### src/rtl/instr_reg_scheduler_if.sv
// Handshake and bus bundle between two instruction sources, the scheduler, the
// instruction register and the issue consumer.
interface instr_reg_scheduler_if #(
    parameter int unsigned AW = 5
);
    logic               req0_valid;
    logic               req0_ready;
    logic [3:0]         req0_opcode;
    logic signed [31:0] req0_operand_a;
    logic signed [31:0] req0_operand_b;

    logic               req1_valid;
    logic               req1_ready;
    logic [3:0]         req1_opcode;
    logic signed [31:0] req1_operand_a;
    logic signed [31:0] req1_operand_b;

    logic               ir_load_en;
    logic [AW-1:0]      ir_write_pointer;
    logic [3:0]         ir_opcode;
    logic signed [31:0] ir_operand_a;
    logic signed [31:0] ir_operand_b;
    logic [AW-1:0]      ir_read_pointer;

    logic               issue_valid;
    logic               issue_ready;

    logic               flush;
    logic               drain;
    logic               resume;

    logic [AW:0]        count;
    logic               full;
    logic               empty;
    logic               drained;

    modport slave (
        input  req0_valid, req0_opcode, req0_operand_a, req0_operand_b,
        input  req1_valid, req1_opcode, req1_operand_a, req1_operand_b,
        input  issue_ready, flush, drain, resume,
        output req0_ready, req1_ready,
        output ir_load_en, ir_write_pointer, ir_opcode, ir_operand_a, ir_operand_b,
        output ir_read_pointer, issue_valid,
        output count, full, empty, drained
    );

    modport master (
        output req0_valid, req0_opcode, req0_operand_a, req0_operand_b,
        output req1_valid, req1_opcode, req1_operand_a, req1_operand_b,
        output issue_ready, flush, drain, resume,
        input  req0_ready, req1_ready,
        input  ir_load_en, ir_write_pointer, ir_opcode, ir_operand_a, ir_operand_b,
        input  ir_read_pointer, issue_valid,
        input  count, full, empty, drained
    );
endinterface

### src/rtl/instr_reg_scheduler.sv
// Shares the instruction register write port between two requesters (round-robin) and
// sequences head reads to one consumer, with a run/drain/pause quiesce FSM.
module instr_reg_scheduler #(
    parameter int unsigned DEPTH = 32,
    parameter int unsigned AW    = 5
) (
    input  logic                   clk,
    input  logic                   reset_n,
    instr_reg_scheduler_if.slave   bus_io
);

    typedef enum logic [1:0] {StRun, StDrain, StPaused} state_e;

    state_e        state_q, state_d;
    logic [AW-1:0] wr_ptr_q, wr_ptr_d;
    logic [AW-1:0] rd_ptr_q, rd_ptr_d;
    logic [AW:0]   count_q, count_d;
    logic          rr_q, rr_d;

    logic full, empty, accept, pop, grant;

    assign full  = (count_q == (AW+1)'(DEPTH));
    assign empty = (count_q == '0);

    // Round-robin only matters under contention; a lone requester always wins.
    assign grant = (bus_io.req0_valid && bus_io.req1_valid) ? rr_q : bus_io.req1_valid;

    // Ready depends on registered full only, so a same-cycle pop never frees a slot.
    assign accept = (state_q == StRun) && !full && !bus_io.flush &&
                    (bus_io.req0_valid || bus_io.req1_valid);
    assign pop    = !empty && bus_io.issue_ready;

    always_comb begin
        bus_io.req0_ready       = accept && !grant;
        bus_io.req1_ready       = accept && grant;
        bus_io.ir_load_en       = accept;
        bus_io.ir_write_pointer = wr_ptr_q;
        bus_io.ir_opcode        = '0;
        bus_io.ir_operand_a     = '0;
        bus_io.ir_operand_b     = '0;
        if (accept) begin
            if (grant) begin
                bus_io.ir_opcode    = bus_io.req1_opcode;
                bus_io.ir_operand_a = bus_io.req1_operand_a;
                bus_io.ir_operand_b = bus_io.req1_operand_b;
            end else begin
                bus_io.ir_opcode    = bus_io.req0_opcode;
                bus_io.ir_operand_a = bus_io.req0_operand_a;
                bus_io.ir_operand_b = bus_io.req0_operand_b;
            end
        end
        bus_io.ir_read_pointer = rd_ptr_q;
        bus_io.issue_valid     = !empty;
        bus_io.count           = count_q;
        bus_io.full            = full;
        bus_io.empty           = empty;
        bus_io.drained         = (state_q == StPaused);
    end

    always_comb begin
        state_d  = state_q;
        wr_ptr_d = wr_ptr_q;
        rd_ptr_d = rd_ptr_q;
        count_d  = count_q;
        rr_d     = rr_q;

        if (bus_io.flush) begin
            wr_ptr_d = '0;
            rd_ptr_d = '0;
            count_d  = '0;
            // The queue is empty after a flush, so a pending drain is complete.
            if (state_q == StDrain) begin
                state_d = StPaused;
            end
        end else begin
            if (accept) begin
                wr_ptr_d = wr_ptr_q + AW'(1);
                rr_d     = ~grant;
            end
            if (pop) begin
                rd_ptr_d = rd_ptr_q + AW'(1);
            end
            unique case ({accept, pop})
                2'b10:   count_d = count_q + (AW+1)'(1);
                2'b01:   count_d = count_q - (AW+1)'(1);
                default: count_d = count_q;
            endcase

            unique case (state_q)
                StRun: begin
                    if (bus_io.drain) begin
                        state_d = StDrain;
                    end
                end
                StDrain: begin
                    if (empty) begin
                        state_d = StPaused;
                    end
                end
                StPaused: begin
                    if (bus_io.resume) begin
                        state_d = StRun;
                    end
                end
                default: state_d = StRun;
            endcase
        end
    end

    always_ff @(posedge clk) begin
        if (!reset_n) begin
            state_q  <= StRun;
            wr_ptr_q <= '0;
            rd_ptr_q <= '0;
            count_q  <= '0;
            rr_q     <= 1'b0;
        end else begin
            state_q  <= state_d;
            wr_ptr_q <= wr_ptr_d;
            rd_ptr_q <= rd_ptr_d;
            count_q  <= count_d;
            rr_q     <= rr_d;
        end
    end

`ifndef SYNTHESIS
    assert property (@(posedge clk) disable iff (!reset_n) count_q <= (AW+1)'(DEPTH));
    assert property (@(posedge clk) disable iff (!reset_n)
                     (wr_ptr_q - rd_ptr_q) == count_q[AW-1:0]);
    assert property (@(posedge clk) disable iff (!reset_n)
                     !(bus_io.req0_ready && bus_io.req1_ready));
`endif

endmodule

### src/flat_wrapper.sv
// flat-port wrapper written by rule: the top's interface ports become plain ports
module instr_reg_scheduler_flat 
#(
    parameter int unsigned DEPTH = 32,
    parameter int unsigned AW    = 5
)
  (clk, reset_n, bus_io_req0_valid, bus_io_req0_opcode, bus_io_req0_operand_a, bus_io_req0_operand_b, bus_io_req1_valid, bus_io_req1_opcode, bus_io_req1_operand_a, bus_io_req1_operand_b, bus_io_issue_ready, bus_io_flush, bus_io_drain, bus_io_resume, bus_io_req0_ready, bus_io_req1_ready, bus_io_ir_load_en, bus_io_ir_write_pointer, bus_io_ir_opcode, bus_io_ir_operand_a, bus_io_ir_operand_b, bus_io_ir_read_pointer, bus_io_issue_valid, bus_io_count, bus_io_full, bus_io_empty, bus_io_drained);
  instr_reg_scheduler_if #(.AW(AW)) bus_io_i ();
  input  logic clk;
  input  logic reset_n;
  input wire logic [$bits(bus_io_i.req0_valid)-1:0] bus_io_req0_valid;
  input wire logic [$bits(bus_io_i.req0_opcode)-1:0] bus_io_req0_opcode;
  input wire logic [$bits(bus_io_i.req0_operand_a)-1:0] bus_io_req0_operand_a;
  input wire logic [$bits(bus_io_i.req0_operand_b)-1:0] bus_io_req0_operand_b;
  input wire logic [$bits(bus_io_i.req1_valid)-1:0] bus_io_req1_valid;
  input wire logic [$bits(bus_io_i.req1_opcode)-1:0] bus_io_req1_opcode;
  input wire logic [$bits(bus_io_i.req1_operand_a)-1:0] bus_io_req1_operand_a;
  input wire logic [$bits(bus_io_i.req1_operand_b)-1:0] bus_io_req1_operand_b;
  input wire logic [$bits(bus_io_i.issue_ready)-1:0] bus_io_issue_ready;
  input wire logic [$bits(bus_io_i.flush)-1:0] bus_io_flush;
  input wire logic [$bits(bus_io_i.drain)-1:0] bus_io_drain;
  input wire logic [$bits(bus_io_i.resume)-1:0] bus_io_resume;
  output wire logic [$bits(bus_io_i.req0_ready)-1:0] bus_io_req0_ready;
  output wire logic [$bits(bus_io_i.req1_ready)-1:0] bus_io_req1_ready;
  output wire logic [$bits(bus_io_i.ir_load_en)-1:0] bus_io_ir_load_en;
  output wire logic [$bits(bus_io_i.ir_write_pointer)-1:0] bus_io_ir_write_pointer;
  output wire logic [$bits(bus_io_i.ir_opcode)-1:0] bus_io_ir_opcode;
  output wire logic [$bits(bus_io_i.ir_operand_a)-1:0] bus_io_ir_operand_a;
  output wire logic [$bits(bus_io_i.ir_operand_b)-1:0] bus_io_ir_operand_b;
  output wire logic [$bits(bus_io_i.ir_read_pointer)-1:0] bus_io_ir_read_pointer;
  output wire logic [$bits(bus_io_i.issue_valid)-1:0] bus_io_issue_valid;
  output wire logic [$bits(bus_io_i.count)-1:0] bus_io_count;
  output wire logic [$bits(bus_io_i.full)-1:0] bus_io_full;
  output wire logic [$bits(bus_io_i.empty)-1:0] bus_io_empty;
  output wire logic [$bits(bus_io_i.drained)-1:0] bus_io_drained;
  assign bus_io_i.req0_valid = bus_io_req0_valid;
  assign bus_io_i.req0_opcode = bus_io_req0_opcode;
  assign bus_io_i.req0_operand_a = bus_io_req0_operand_a;
  assign bus_io_i.req0_operand_b = bus_io_req0_operand_b;
  assign bus_io_i.req1_valid = bus_io_req1_valid;
  assign bus_io_i.req1_opcode = bus_io_req1_opcode;
  assign bus_io_i.req1_operand_a = bus_io_req1_operand_a;
  assign bus_io_i.req1_operand_b = bus_io_req1_operand_b;
  assign bus_io_i.issue_ready = bus_io_issue_ready;
  assign bus_io_i.flush = bus_io_flush;
  assign bus_io_i.drain = bus_io_drain;
  assign bus_io_i.resume = bus_io_resume;
  assign bus_io_req0_ready = bus_io_i.req0_ready;
  assign bus_io_req1_ready = bus_io_i.req1_ready;
  assign bus_io_ir_load_en = bus_io_i.ir_load_en;
  assign bus_io_ir_write_pointer = bus_io_i.ir_write_pointer;
  assign bus_io_ir_opcode = bus_io_i.ir_opcode;
  assign bus_io_ir_operand_a = bus_io_i.ir_operand_a;
  assign bus_io_ir_operand_b = bus_io_i.ir_operand_b;
  assign bus_io_ir_read_pointer = bus_io_i.ir_read_pointer;
  assign bus_io_issue_valid = bus_io_i.issue_valid;
  assign bus_io_count = bus_io_i.count;
  assign bus_io_full = bus_io_i.full;
  assign bus_io_empty = bus_io_i.empty;
  assign bus_io_drained = bus_io_i.drained;
  instr_reg_scheduler #(.DEPTH(DEPTH), .AW(AW)) u_core (.clk(clk), .reset_n(reset_n), .bus_io(bus_io_i));
endmodule
### config.mk
export PLATFORM = sky130hd
export DESIGN_NAME = instr_reg_scheduler_flat
export DESIGN_NICKNAME = d
export VERILOG_FILES = /design/src/rtl/instr_reg_scheduler_if.sv /design/src/rtl/instr_reg_scheduler.sv /design/src/flat_wrapper.sv
export SDC_FILE = /design/constraint.sdc
export NUM_CORES = 1
export LEC_CHECK = 0
export BUFFER_PORTS_ARGS = -buffer_cell sky130_fd_sc_hd__buf_2
export CORE_AREA = 2 2 91 93
export CTS_CLUSTER_SIZE = 12
export DETAILED_ROUTE_END_ITERATION = 10
export DIE_AREA = 0 0 93 95
export GPL_TIMING_DRIVEN = 0
export PLACE_DENSITY = 0.66
export SKIP_LAST_GASP = 1
export SLEW_MARGIN = 25
export SYNTH_ARGS = -nofsm -noshare
export SYNTH_HDL_FRONTEND = slang
export SYNTH_SLANG_ARGS = --single-unit
### constraint.sdc
create_clock -name clk -period 4.3 [get_ports clk]
set_input_delay 0.86 -clock clk [delete_from_list [all_inputs] [get_ports clk]]
set_output_delay 0.86 -clock clk [all_outputs]
set_load 0.05 [all_outputs]
==> impl_metrics.env <==
export IMPL_slew_headroom_pct=60.27
export IMPL_max_cap_violations=0
export IMPL_syn_to_final_growth_pct=63.58
export IMPL_clock_path_buffers=2
export IMPL_grt_pass1_vias=2645
export IMPL_finalHoldViolCount=0
export IMPL_synth_cell_types=47
export IMPL_finalNetCount=695
export IMPL_fin_crit_sh_pct=84.31
export IMPL_r2r_start="u_core.bus_io.count[3]"
export IMPL_synth_top_area_share_pct=24.09
export IMPL_avgViaCountPerCell=4.900
export IMPL_ys_seq_elements=19
export IMPL_clk_insertion_delay_late_ns=0.26
export IMPL_clock_sinks=19
export IMPL_powerDensity_mw_per_mm2=231.3
export IMPL_path_class="in2out"
export IMPL_status="completed"
export IMPL_clkTransAtPathRegs_ns=0.07
export IMPL_ant_nets=0
export IMPL_fp_coreArea_mm2=0.007928
export IMPL_dieArea_mm2=0.008835
export IMPL_diodes=0
export IMPL_place_gp_congestion=0.7865
export IMPL_pre_cts_ws_ns=0.5879
export IMPL_netlist_top_cells_area="a22oi_1 (24%), dfxtp_1 (18%), nor2_1 (14%)"
export IMPL_crit_start="bus_io_req0_valid"
export IMPL_numCtsBuffers=3
export IMPL_rsz0062_at_grt="no"
export IMPL_netlist_instances=307
export IMPL_overflow=0
export IMPL_dp_hpwl_um=7259
export IMPL_antenna_found_initial=0
export IMPL_final_common_cell="buf_2"
export IMPL_power_leakage_nw=1.857
export IMPL_finalClockSkew_ns=0.002190
export IMPL_final_setup_worst_slack_ns=0.6748
export IMPL_drtIter0Drc=106
export IMPL_cp_end_kind="primary output"
export IMPL_die_w_um=93
export IMPL_syn_num_nets=456
export IMPL_vias=3185
export IMPL_fp_row_count=33
export IMPL_grt_pass1_wl_um=12530
export IMPL_drt_wl_total_um=8831
export IMPL_max_freq_ghz=0.2758
export IMPL_synth_area_leader_cell="a22oi_1"
export IMPL_wl_per_cell_um=13.59
export IMPL_start_kind="primary input"
export IMPL_yosysWarnings=0
export IMPL_tritoncts="done"
export IMPL_critPathArrivalTime_ns=2.77
export IMPL_ctsHoldBuffers=0
export IMPL_finalSetupViolCount=0
export IMPL_synth_area_mm2=0.002120
export IMPL_start_util_pct=26.74
export IMPL_worst_slew_pin_transition_ns=0.5959
export IMPL_htreeDepth=1
export IMPL_final_cell_mix="buf_2 (235), nor2_1 (79), a22oi_1 (68)"
export IMPL_final_setup_tns_ns=0
export IMPL_vdd_drop_max_v=0.0001008
export IMPL_drive_gt1_share_pct=46.97
export IMPL_die_h_um=95
export IMPL_postCtsResizedCells=0
export IMPL_worst_path_max_fanout=10
export IMPL_grt_max_degree=11
export IMPL_cts_root_buf="clkbuf_8"
export IMPL_io_buffers=234
export IMPL_drv_slew=0
export IMPL_ys_seq_area_share_pct=17.95
export IMPL_drt_pass1_iterations=5
export IMPL_drc=0
export IMPL_cp_data_required_time_ns=3.44
export IMPL_grt_util_all_layers_pct=17.31
export IMPL_worstHoldStart="u_core.bus_io.ir_write_pointer[4]"
export IMPL_avgSynthCellArea_um2=6.904
export IMPL_timing_final_crit_period_ns=3.625
export IMPL_hold_path_class="reg2reg"
export IMPL_ios=235
export IMPL_post_cts_buffers=0
stage by stage:
step	utilization (%)	cells	hold WS [ns]	instance area, um2	total power (W)
final	43.73	650	0.4888	3467	0.0008018
after global routing	43.73	650	0.5351	3467	0.0008512
after CTS	43.73	650	0.4950	3467	0.0008098
after detailed placement	43.17	646	0.4847	3422	0.0006797
after global placement	43.17	646	0.4700	3422	0.0006735
after floorplan	-	307	0.5021	2120	0.0005300
Yosys cell counts, drive strengths merged:
library cell  number
or3b               1
nor2b              5
or4                2
a21oi             11
or3                6
nand3              6
and2               1
o221ai             1
o2111ai            1
nand2              9
nand4bb            1
o31ai              6
or4b               1
mux2i              4
o41ai              1
and4               1
o221a              1
o22ai              1
nor3               3
a22oi             68
dfxtp             19
nand2b             4
o211ai             1
or2                2
a31o               1
nand4b             2
inv                7
a32oi              2
xor2               7
nand4              2
a41o               1
nor2              79
ha                 5
o21ai              7
buf               12
o311ai             1
o21a               1
clkbuf            22
a211oi             1
a31oi              1
critical path, stage by stage:
cell and delay [ns]:
buf_2 0.11, inv_1 0.08, o21a_1 0.11, clkbuf_1 0.32
clkbuf_1 0.37, clkbuf_1 0.37, a22oi_1 0.15, nor2_1 0.11
buf_2 0.28
power by group:
part	total, W	internal (W)	switching (W)
logic	0.000491	0.000152	0.000339
clock network	0.000126	0.0000660	0.0000599
registers	0.000184	0.000180	0.00000430
total	0.000802	0.000398	0.000403
sequential cells by signal, summed over array words and instances (netlist names):
register / count
u_core.bus_io.ir_read_pointer: 5
u_core.rr_q: 1
u_core.bus_io.count: 6
u_core.bus_io.ir_write_pointer: 5
u_core.state_q: 2
worst paths after layout:
| check | endpoint | slack [ns] | cells after the start |
|---|---|---|---|
| max reg2reg | u_core.bus_io.count[2] | 0.87 | 13 |
| max | bus_io_ir_operand_b[30] | 0.67 | 9 |
| min reg2reg | u_core.bus_io.ir_write_pointer[4] | 0.49 | 2 |
| min | u_core.bus_io.ir_write_pointer[4] | 0.49 | 2 |
layout make-up:
class,count,area [um2]
fillers,848,4461
multi-input cells,247,1535
repair buffers,234,1171
flip-flops and latches,19,380.4
plain buffers,34,177.7
well taps,105,131.4
clock buffers,4,45.04
inverters,7,26.28
metal layers:
layer  routed length [um]  GRT usage, %  vias up
met1                 3777         23.02     1411
met5                    0             0        -
met2                 4315         29.53      160
li1                     -             -     1607
met3                  666         2.474        7
met4                   72         4.289        0
cell families (layout without fill, tap and decap cells):
family                   count (synthesis)  after routing  synth area share [%]
AO/OA/AOI/OAI                          106            106                 37.31
XOR/XNOR                                 7              7                 2.893
adder cells (fa/ha/maj)                  5              5                 2.952
buffers and inverters                   41            279                 9.622
flip-flops                              19             19                 17.95
multiplexers                             4              4                 1.889
AND/OR/NAND/NOR                        125            125                 27.39
No activity file was read; power rests on OpenSTA's default activity.
